===== config.mk =====
export PLATFORM = sky130hd
export DESIGN_NAME = edge_gen
export DESIGN_NICKNAME = d
export VERILOG_FILES = /design/src/rtl/edge_gen.sv
export SDC_FILE = /design/constraint.sdc
export NUM_CORES = 1
export LEC_CHECK = 0
export ABC_AREA = 0
export CAP_MARGIN = 25
export CELL_PAD_IN_SITES_DETAIL_PLACEMENT = 0
export CELL_PAD_IN_SITES_GLOBAL_PLACEMENT = 1
export CORE_MARGIN = 2
export CORE_UTILIZATION = 46
export CTS_BUF_LIST = sky130_fd_sc_hd__clkbuf_8
export DETAILED_ROUTE_END_ITERATION = 8
export DONT_BUFFER_PORTS = 1
export GPL_TIMING_DRIVEN = 0
export PLACE_DENSITY = 0.89
export SLEW_MARGIN = 10
export SYNTH_ARGS = -nofsm -noshare
export SYNTH_HDL_FRONTEND = slang
export SYNTH_SLANG_ARGS = --single-unit

===== constraint.sdc =====
create_clock -name clk -period 2.65 [get_ports clk]
set_clock_uncertainty 0.1 [all_clocks]
set_input_delay 0.1325 -clock clk [delete_from_list [all_inputs] [get_ports clk]]
set_output_delay 0.1325 -clock clk [all_outputs]
set_load 0.03 [all_outputs]

===== src/rtl/edge_gen.sv =====
// edge_gen: programmable pulse-train generator.
//
// A single-cycle start in IDLE latches high_len/low_len/num_pulses. The block
// then emits num_pulses periods: wave is high for H cycles, then low for L
// cycles. A zero length is stretched to one cycle, so consecutive edges are
// always at least one cycle apart. The trailing low phase of the last pulse is
// always emitted. After it, done pulses for one cycle with busy already low.
//
// Ports:
//   clk          system clock, rising edge
//   rst_n        asynchronous active-low reset
//   start        launch request, honoured only in IDLE and only without abort
//   abort        ends any burst; the next cycle is idle with wave low and no done
//   high_len     cycles high per pulse (0 acts as 1), latched on start
//   low_len      cycles low per pulse (0 acts as 1), latched on start
//   num_pulses   pulses per burst, latched on start
//   wave         generated waveform (flop)
//   busy         burst in progress (flop)
//   done         one-cycle pulse on normal completion (flop)
//   pulses_left  pulses not yet started (flop)
//
// Optional feature, macro EDGE_GEN_CONT_EN:
//   When defined, num_pulses=0 at start selects continuous mode. The train
//   repeats until abort or reset, pulses_left holds 0, and done never fires.
//   When undefined, num_pulses=0 produces an immediate done pulse.

module edge_gen #(
   parameter int CNT_W = 8
) (
   input  logic             clk,
   input  logic             rst_n,
   input  logic             start,
   input  logic             abort,
   input  logic [CNT_W-1:0] high_len,
   input  logic [CNT_W-1:0] low_len,
   input  logic [CNT_W-1:0] num_pulses,
   output logic             wave,
   output logic             busy,
   output logic             done,
   output logic [CNT_W-1:0] pulses_left
);

   typedef enum logic [1:0] {IDLE, HIGH, LOW} state_t;

   // Latched phase lengths. They hold the effective (zero-stretched) values,
   // so a reload is always len-1.
   typedef struct packed {
      logic [CNT_W-1:0] hi;
      logic [CNT_W-1:0] lo;
   } cfg_t;

   state_t           state, state_nxt;
   cfg_t             cfg_q, cfg_nxt, cfg_in;
   logic [CNT_W-1:0] phase_cnt, phase_cnt_nxt;
   logic [CNT_W-1:0] pl_nxt;
   logic             wave_nxt, busy_nxt, done_nxt;
   logic             req;
`ifdef EDGE_GEN_CONT_EN
   logic             cont_q, cont_nxt;
`endif

   assign cfg_in.hi = (high_len == '0) ? CNT_W'(1) : high_len;
   assign cfg_in.lo = (low_len  == '0) ? CNT_W'(1) : low_len;

   // abort dominates start in every state
   assign req = start & ~abort;

   always_comb begin
      state_nxt     = state;
      cfg_nxt       = cfg_q;
      phase_cnt_nxt = phase_cnt;
      pl_nxt        = pulses_left;
      wave_nxt      = wave;
      busy_nxt      = busy;
      done_nxt      = 1'b0;
`ifdef EDGE_GEN_CONT_EN
      cont_nxt      = cont_q;
`endif

      case (state)
         IDLE: begin
            if (req) begin
               if (num_pulses != '0) begin
                  cfg_nxt       = cfg_in;
                  phase_cnt_nxt = cfg_in.hi - CNT_W'(1);
                  pl_nxt        = num_pulses - CNT_W'(1);
                  wave_nxt      = 1'b1;
                  busy_nxt      = 1'b1;
                  state_nxt     = HIGH;
`ifdef EDGE_GEN_CONT_EN
                  cont_nxt      = 1'b0;
`endif
               end else begin
`ifdef EDGE_GEN_CONT_EN
                  cfg_nxt       = cfg_in;
                  phase_cnt_nxt = cfg_in.hi - CNT_W'(1);
                  pl_nxt        = '0;
                  wave_nxt      = 1'b1;
                  busy_nxt      = 1'b1;
                  state_nxt     = HIGH;
                  cont_nxt      = 1'b1;
`else
                  done_nxt      = 1'b1;
`endif
               end
            end
         end

         HIGH: begin
            if (phase_cnt == '0) begin
               phase_cnt_nxt = cfg_q.lo - CNT_W'(1);
               wave_nxt      = 1'b0;
               state_nxt     = LOW;
            end else begin
               phase_cnt_nxt = phase_cnt - CNT_W'(1);
            end
         end

         LOW: begin
            if (phase_cnt == '0) begin
`ifdef EDGE_GEN_CONT_EN
               if (pulses_left != '0 || cont_q) begin
`else
               if (pulses_left != '0) begin
`endif
                  phase_cnt_nxt = cfg_q.hi - CNT_W'(1);
                  // In continuous mode pulses_left is 0 and stays there.
                  if (pulses_left != '0)
                     pl_nxt = pulses_left - CNT_W'(1);
                  wave_nxt      = 1'b1;
                  state_nxt     = HIGH;
               end else begin
                  busy_nxt  = 1'b0;
                  done_nxt  = 1'b1;
                  state_nxt = IDLE;
               end
            end else begin
               phase_cnt_nxt = phase_cnt - CNT_W'(1);
            end
         end

         default: begin
            state_nxt = IDLE;
            wave_nxt  = 1'b0;
            busy_nxt  = 1'b0;
         end
      endcase

      // Abort overrides the state transitions above. In IDLE all of these
      // signals are already zero.
      if (abort) begin
         state_nxt     = IDLE;
         phase_cnt_nxt = '0;
         pl_nxt        = '0;
         wave_nxt      = 1'b0;
         busy_nxt      = 1'b0;
         done_nxt      = 1'b0;
`ifdef EDGE_GEN_CONT_EN
         cont_nxt      = 1'b0;
`endif
      end
   end

   always_ff @(posedge clk or negedge rst_n) begin
      if (!rst_n) begin
         state       <= IDLE;
         cfg_q       <= '0;
         phase_cnt   <= '0;
         pulses_left <= '0;
         wave        <= 1'b0;
         busy        <= 1'b0;
         done        <= 1'b0;
`ifdef EDGE_GEN_CONT_EN
         cont_q      <= 1'b0;
`endif
      end else begin
         state       <= state_nxt;
         cfg_q       <= cfg_nxt;
         phase_cnt   <= phase_cnt_nxt;
         pulses_left <= pl_nxt;
         wave        <= wave_nxt;
         busy        <= busy_nxt;
         done        <= done_nxt;
`ifdef EDGE_GEN_CONT_EN
         cont_q      <= cont_nxt;
`endif
      end
   end

endmodule


==> results of run 1 <==
==> area by class of cell <==
class                   count  area (um2)  area share [%]
clock inverters             3        11.3           0.345
inverters                  17        63.8            1.95
multi-input cells         242        1820            55.8
well taps                  75        93.8            2.87
plain buffers              13        80.1            2.45
repair buffers             19         200            6.13
clock buffers               5        68.8            2.11
flip-flops and latches     37         926            28.3
==> how the worst max path moves through the flow <==
stage,startpoint,cells after the start,endpoint,slack (ns)
global placement,state[0],10,pulses_left[6],-0.33
floorplan,state[0],10,pulses_left[6],0.17
finish,state[0],10,pulses_left[6],0.18
detailed placement,state[0],10,pulses_left[6],-0.36
CTS,state[0],10,pulses_left[6],0.06
global route,state[0],10,pulses_left[6],-0.003
==> timing repair <==
item / 4_1_cts / 5_1_grt
hold buffers: 19 / 0
gates cloned: 0 / 0
resized for setup: 4 / 4
hold endpoints to repair: 54 / 0
setup endpoints to repair: 3 / 3
==> worst max-delay path, stage by stage (launching register included) <==
cell	delay [ns]
dfrtp_1	0.43
inv_1	0.14
ha_4	0.19
buf_4	0.19
clkbuf_4	0.23
mux2i_1	0.21
ha_2	0.25
o21ai_1	0.15
o21a_1	0.20
nor3_1	0.14
o32ai_1	0.10
==> through the flow <==
stage	power [uW]	cell area, um2	util, %	TNS [ns]
2_1_floorplan	2910	2860	-	0
5_1_grt	4220	3270	54.9	-0.00312
4_1_cts	3880	3240	54.5	0
3_3_place_gp	3410	2960	49.7	-0.626
3_5_place_dp	3450	2960	49.7	-0.773
6_report	3930	3270	54.9	0
==> power groups by stage <==
stage	Clock, uW	Combinational, uW	Sequential [uW]
after floorplan	0	1720	1190
after CTS	385	2210	1290
after detailed placement	0	2150	1300
after global routing	411	2460	1340
after global placement	0	2130	1280
final	377	2260	1300
==> synth_stat cells, types with 4 or more instances <==
library cell  count  area share, %
dfrtp_1          37             32
nor2_1           21            2.8
a21oi_1          17            3.0
inv_1            17            2.2
nand2_1          15            2.0
o21ai_0          15            2.6
nor3_1           14            2.4
mux2_2           12            4.7
xor2_1           12            3.7
ha_1             11            4.8
or4_1            11            2.9
buf_2             8            1.4
nand3_1           7            1.2
a31oi_1           6            1.3
nor4_1            6            1.3
o31ai_1           6            1.6
a32o_1            5            1.7
xnor2_1           5            1.5
mux2i_1           4            1.4
o211ai_1          4            1.0
o21ai_1           4           0.70
==> sequential cells by signal, summed over array words and instances (netlist names) <==
register     flops
wave             1
phase_cnt        8
pulses_left      8
state            2
done             1
busy             1
cfg_q           16
==> cell families (layout without fill, tap and decap cells) <==
kind of cell / after synthesis / count (layout) / share of synthesized area [%]
muxes: 19 / 19 / 7.30
DFF: 37 / 37 / 32.3
and+or+nand+nor: 98 / 98 / 19.5
buffers and inverters: 30 / 57 / 4.81
adders and majority gates: 11 / 11 / 4.81
xor gates and xnor gates: 17 / 17 / 5.20
AOI/OAI and AO/OA: 97 / 97 / 26.0
==> layer usage <==
| metal | vias to the layer above | wire [um] |
|---|---|---|
| met5 | - | 0 |
| met4 | 0 | 80 |
| met3 | 10 | 436 |
| met2 | 96 | 3640 |
| met1 | 1276 | 3250 |
| li1 | 1249 | - |
==> results.txt, run 1 <==
TritonRoute pass-1 iters: 7
Clock transition at path regs: 0.08 ns
CTS sink count: 37
CP endpoint kind: flop
worst reg2reg path startpoint: state[0]
Filler cells: 562
Post-synth EDFFs: 0
Sequential Power Share: 33.0%
Max Cap Viol: 0
CTS H-tree depth: 2
maximum clock rate: 406 MHz
Mapped Nets: 348
vias per cell: 6.40
switching share of power: 50.7%
status: finished, final reports clean
detailed-placement wirelength estimate: 5470 um
# port buffers: 0
Synth cell types: 68
initial antenna violation count: 0
Die Ht: 82.9 um
TritonCTS clock tree: built
most frequent cells in the layout: dfrtp_1, nor2_1, inv_1, dlygate4sd3_1, a21oi_1
YS warnings: 0
WL/cell: 18.0 um
sequential element share of the synthesized area: 32.3%
Hold Crit Start: high_len[3]
I/O pin count: 39
Hold Vio Cnt, Final: 0
post-CTS setup buffers: 0
Peak supply drop: 0.620 mV
R2R Path End: pulses_left[6]
Post-synth ARST share: 100%
Comb power frac: 57.4%
worst hold margin: 0.0546 ns
commonest non-fill, non-tap cell in the layout: dfrtp_1
CTS buffer count: 5
share of cells above drive strength 1: 15.5%
pre-CTS setup slack: -0.362 ns
P per Cell Area: 1200 nW/um2
clock power share: 9.6%
Core Area: 5960 um2
R2R setup slack: 0.18 ns
top_reg_cell synth: dfrtp_1
Die ar.: 6870 um2
Final min period: 2.47 ns
CTS Root Cell: clkbuf_8
crit-path max FO: 10
crit start category: flop
Top Usage Layer GRT: met2
WS Path Type: flop to flop
Hold Crit Endpoint: phase_cnt[3]
DR vias: 2631
Max Buffers Root-to-Sink: 2
routing usage on met1: 29.5%
Final WS setup: 0.185 ns
first-iteration detailed-routing DRC count: 152
Sw Pwr: 1990 uW
number of global-route vias before repair: 2471
R2R depth: 10
Worst Hold Path Cells: 2
GRT Residual Overflow: 0
gpl congestion: 0.853
Nets: 374
pin count of the biggest net entering global routing: 38
Rows: 28
Global Route met2 Usage: 36.4%
antenna viol nets, final: 0
first-pass GRT wire length: 12300 um
Clock Latency Late Sink: 0.29 ns
synthesized area: 2860 um2
Max-slew headroom: 44.8%
Die W: 82.9 um
Final Max Slew Viols: 0
total track usage: 21.6%
CP Data Arrival Time: 2.52 ns
Pleak: 0.00131 uW
antenna cells: 0
fin cells: 411
P_int: 1940 uW
drc violations: 0
Initial Util: 48.1%
Final setup viols: 0
number of synthesized register bits: 37
hold crit path type: input pin to flop
fin crit share: 93.0%
Critical Path RT: 2.70 ns
Slew @ Worst Pin: 0.821 ns
mean area per synthesized cell: 9.27 um2
overall routed net length: 7410 um
area growth from synthesis to layout: 14.1%
placed cell count: 384
met3 usage: 3.68%
cell count after synthesis: 309
(Power assumes the default switching activity.)
==> inputs of run 2 (changes only) <==
- BUFFER_PORTS_ARGS: not set -> -buffer_cell sky130_fd_sc_hd__buf_4
- CORE_UTILIZATION: 46 -> 41
- DONT_BUFFER_PORTS: 1 -> not set
- PLACE_DENSITY: 0.89 -> 0.88
- REMOVE_ABC_BUFFERS: not set -> 1
==> run 2 against run 1 <==
Flip-flop and latch count stayed put. Via count is 0.11% lower. Clock-buffer cell count stayed put. Fmax is 1.4% lower. Sequential share of layout area is 1.9 points lower. Register-to-register slack worse by 0.04 ns. Critical path type unchanged. Highest routed layer unchanged. Global-route usage is 1.5 points lower. Critical path depth is 3 lower. Die area is 12% higher. Sequential power is 12% lower.
==> results.txt, run 2 (synthesis gave the netlist of run 1 again) <==
status: finished, final reports clean
CTS Root Cell: clkbuf_8
Die W: 87.6 um (+5.6%)
Final Max Slew Viols: 0 (unchanged)
switching share of power: 48.0% (-2.7 points)
WS Path Type: flop to flop
share of cells above drive strength 1: 23.3% (+7.8 points)
crit-path max cell delay: 0.52 ns (+0.09 ns)
CP Data Arrival Time: 2.58 ns (+0.06 ns)
P per Cell Area: 1190 nW/um2 (-0.94%)
Max Buffers Root-to-Sink: 2 (unchanged)
worst path cell trace: inv_1, ha_1, nor4b_2, nand2_2, o21ai_0, a31oi_1, mux2_1
first-pass GRT wire length: 12200 um (-1.4%)
vias per cell: 5.81 (-9.2%)
# port buffers: 38 (+38)
hold crit path type: input pin to flop
crit-path max FO: 9 (-1)
fin cells: 452 (+10%)
WL/cell: 16.6 um (-8.1%)
P_int: 2170 uW (+12%)
Filler cells: 658 (+17%)
critical path's top delay family: simple AND/OR/NAND/NOR gates
Die ar.: 7670 um2 (+12%)
crit path max-delay cell type: nor4b_2
DR vias: 2628 (-0.11%)
Worst Hold Path Cells: 2 (unchanged)
pin count of the biggest net entering global routing: 38 (unchanged)
Hold Crit Start: high_len[2]
antenna cells: 0 (unchanged)
I/O pin count: 39 (unchanged)
crit start category: flop
most frequent cells in the layout: buf_4, dfrtp_1, nor2_1, inv_1, a21oi_1
CTS H-tree depth: 2 (unchanged)
Clock Latency Late Sink: 0.29 ns (about the same)
Final min period: 2.50 ns (+0.0352 ns)
TritonRoute pass-1 iters: 4 (-3)
worst reg2reg path startpoint: phase_cnt[0]
TritonCTS clock tree: built
Hold Crit Endpoint: cfg_q[10]
placed cell count: 431 (+12%)
Slew @ Worst Pin: 0.722 ns (-0.0996 ns)
Rows: 30 (+7.1%)
commonest non-fill, non-tap cell in the layout: buf_4
Initial Util: 42.2% (-5.9 points)
Pleak: 0.00143 uW (+9.4%)
Pwr Total: 4180 uW (+6.3%)
Clock transition at path regs: 0.08 ns (about the same)
Max Cap Viol: 0 (unchanged)
Hold Vio Cnt, Final: 0 (unchanged)
Sequential Power Share: 27.5% (-5.5 points)
Die Ht: 87.6 um (+5.6%)
clock power share: 14.3% (+4.7 points)
gpl congestion: 0.893 (+4.8%)
Peak supply drop: 0.505 mV (-19%)
total track usage: 20.1% (-1.5 points)
detailed-placement wirelength estimate: 5450 um (-0.29%)
Largest regs: cfg_q x16, phase_cnt x8, pulses_left x8
antenna viol nets, final: 0 (unchanged)
overall routed net length: 7490 um (+1.1%)
Core Area: 6790 um2 (+14%)
area growth from synthesis to layout: 22.4%
RSZ-0062 raised after global routing: false
R2R Path End: phase_cnt[2]
R2R depth: 7 (-3)
number of global-route vias before repair: 2545 (+3.0%)
fin crit share: 94.4% (+1.3 points)
CP endpoint kind: flop
Biggest register: cfg_q
CTS buffer count: 5 (unchanged)
R2R setup slack: 0.15 ns (-0.04 ns)
first-iteration detailed-routing DRC count: 111 (-27%)
maximum clock rate: 400 MHz (-1.4%)
Comb power frac: 58.3% (+0.9 points)
max FFs per register: 16 (unchanged)
Final setup viols: 0 (unchanged)
Sw Pwr: 2000 uW (+0.57%)
Final Core Density: 51.6% (-3.3 points)
Nets: 394 (+5.3%)
setup TNS: 0 ns (unchanged)
CTS sink count: 37 (unchanged)
drc violations: 0 (unchanged)
Max-slew headroom: 51.5% (+6.7 points)
GRT Residual Overflow: 0 (unchanged)
Buf/Inv on CP: 1 (-2)
Critical Path RT: 2.73 ns (+0.03 ns)
initial antenna violation count: 0 (unchanged)
[run 2: area by class of cell]
class,count,area (um2),area share (%)
Sequential cell,37,926,26.4
Clock inverter,3,65.1,1.86
Timing Repair Buffer,52,427,12.2
Multi-Input combinational cell,242,1840,52.4
Inverter,17,63.8,1.82
Clock buffer,5,68.8,1.96
Tap cell,96,120,3.43
[run 2: routing by layer]
| metal | up-vias | wire [um] | GRT usage, % |
|---|---|---|---|
| li1 | 1285 | - | - |
| met5 | - | 0 | 0 |
| met3 | 11 | 331 | 3.20 |
| met2 | 74 | 3670 | 34.2 |
| met4 | 0 | 110 | 6.01 |
| met1 | 1258 | 3380 | 26.4 |
[run 2: worst max path at each step]
stage,start,end,slack (ns),cells after the start
finish,phase_cnt[0],phase_cnt[2],0.15,7
global route,state[0],pulses_left[6],0.003,8
CTS,state[0],pulses_left[6],0.12,8
detailed placement,state[0],pulses_left[6],-0.32,8
global placement,state[1],cfg_q[14],-0.83,5
floorplan,state[1],cfg_q[10],-0.11,5
[run 2: what timing repair did]
item,CTS,global route
setup endpoints to repair,11,7
resized for setup,2,2
pin swaps,0,1
hold buffers,12,0
buffers inserted,0,1
endpoints found under the hold margin,48,0
[run 2: through the flow]
stage	hold WS (ns)	instance area, um2	setup WS [ns]
after global routing	0.0109	3510	0.00339
final	0.0109	3510	0.150
after floorplan	-0.263	2790	-0.107
after CTS	0.00585	3470	0.118
after global placement	0.0229	3200	-0.835
after detailed placement	0.0261	3210	-0.319
[run 2: power by group through the flow]
stage | Sequential (uW) | Clock, uW | Combinational, uW
2_1_floorplan | 1190 | 0 | 1630
3_3_place_gp | 1140 | 0 | 2310
3_5_place_dp | 1150 | 0 | 2360
4_1_cts | 1140 | 612 | 2400
5_1_grt | 1190 | 631 | 2670
6_report | 1150 | 596 | 2430
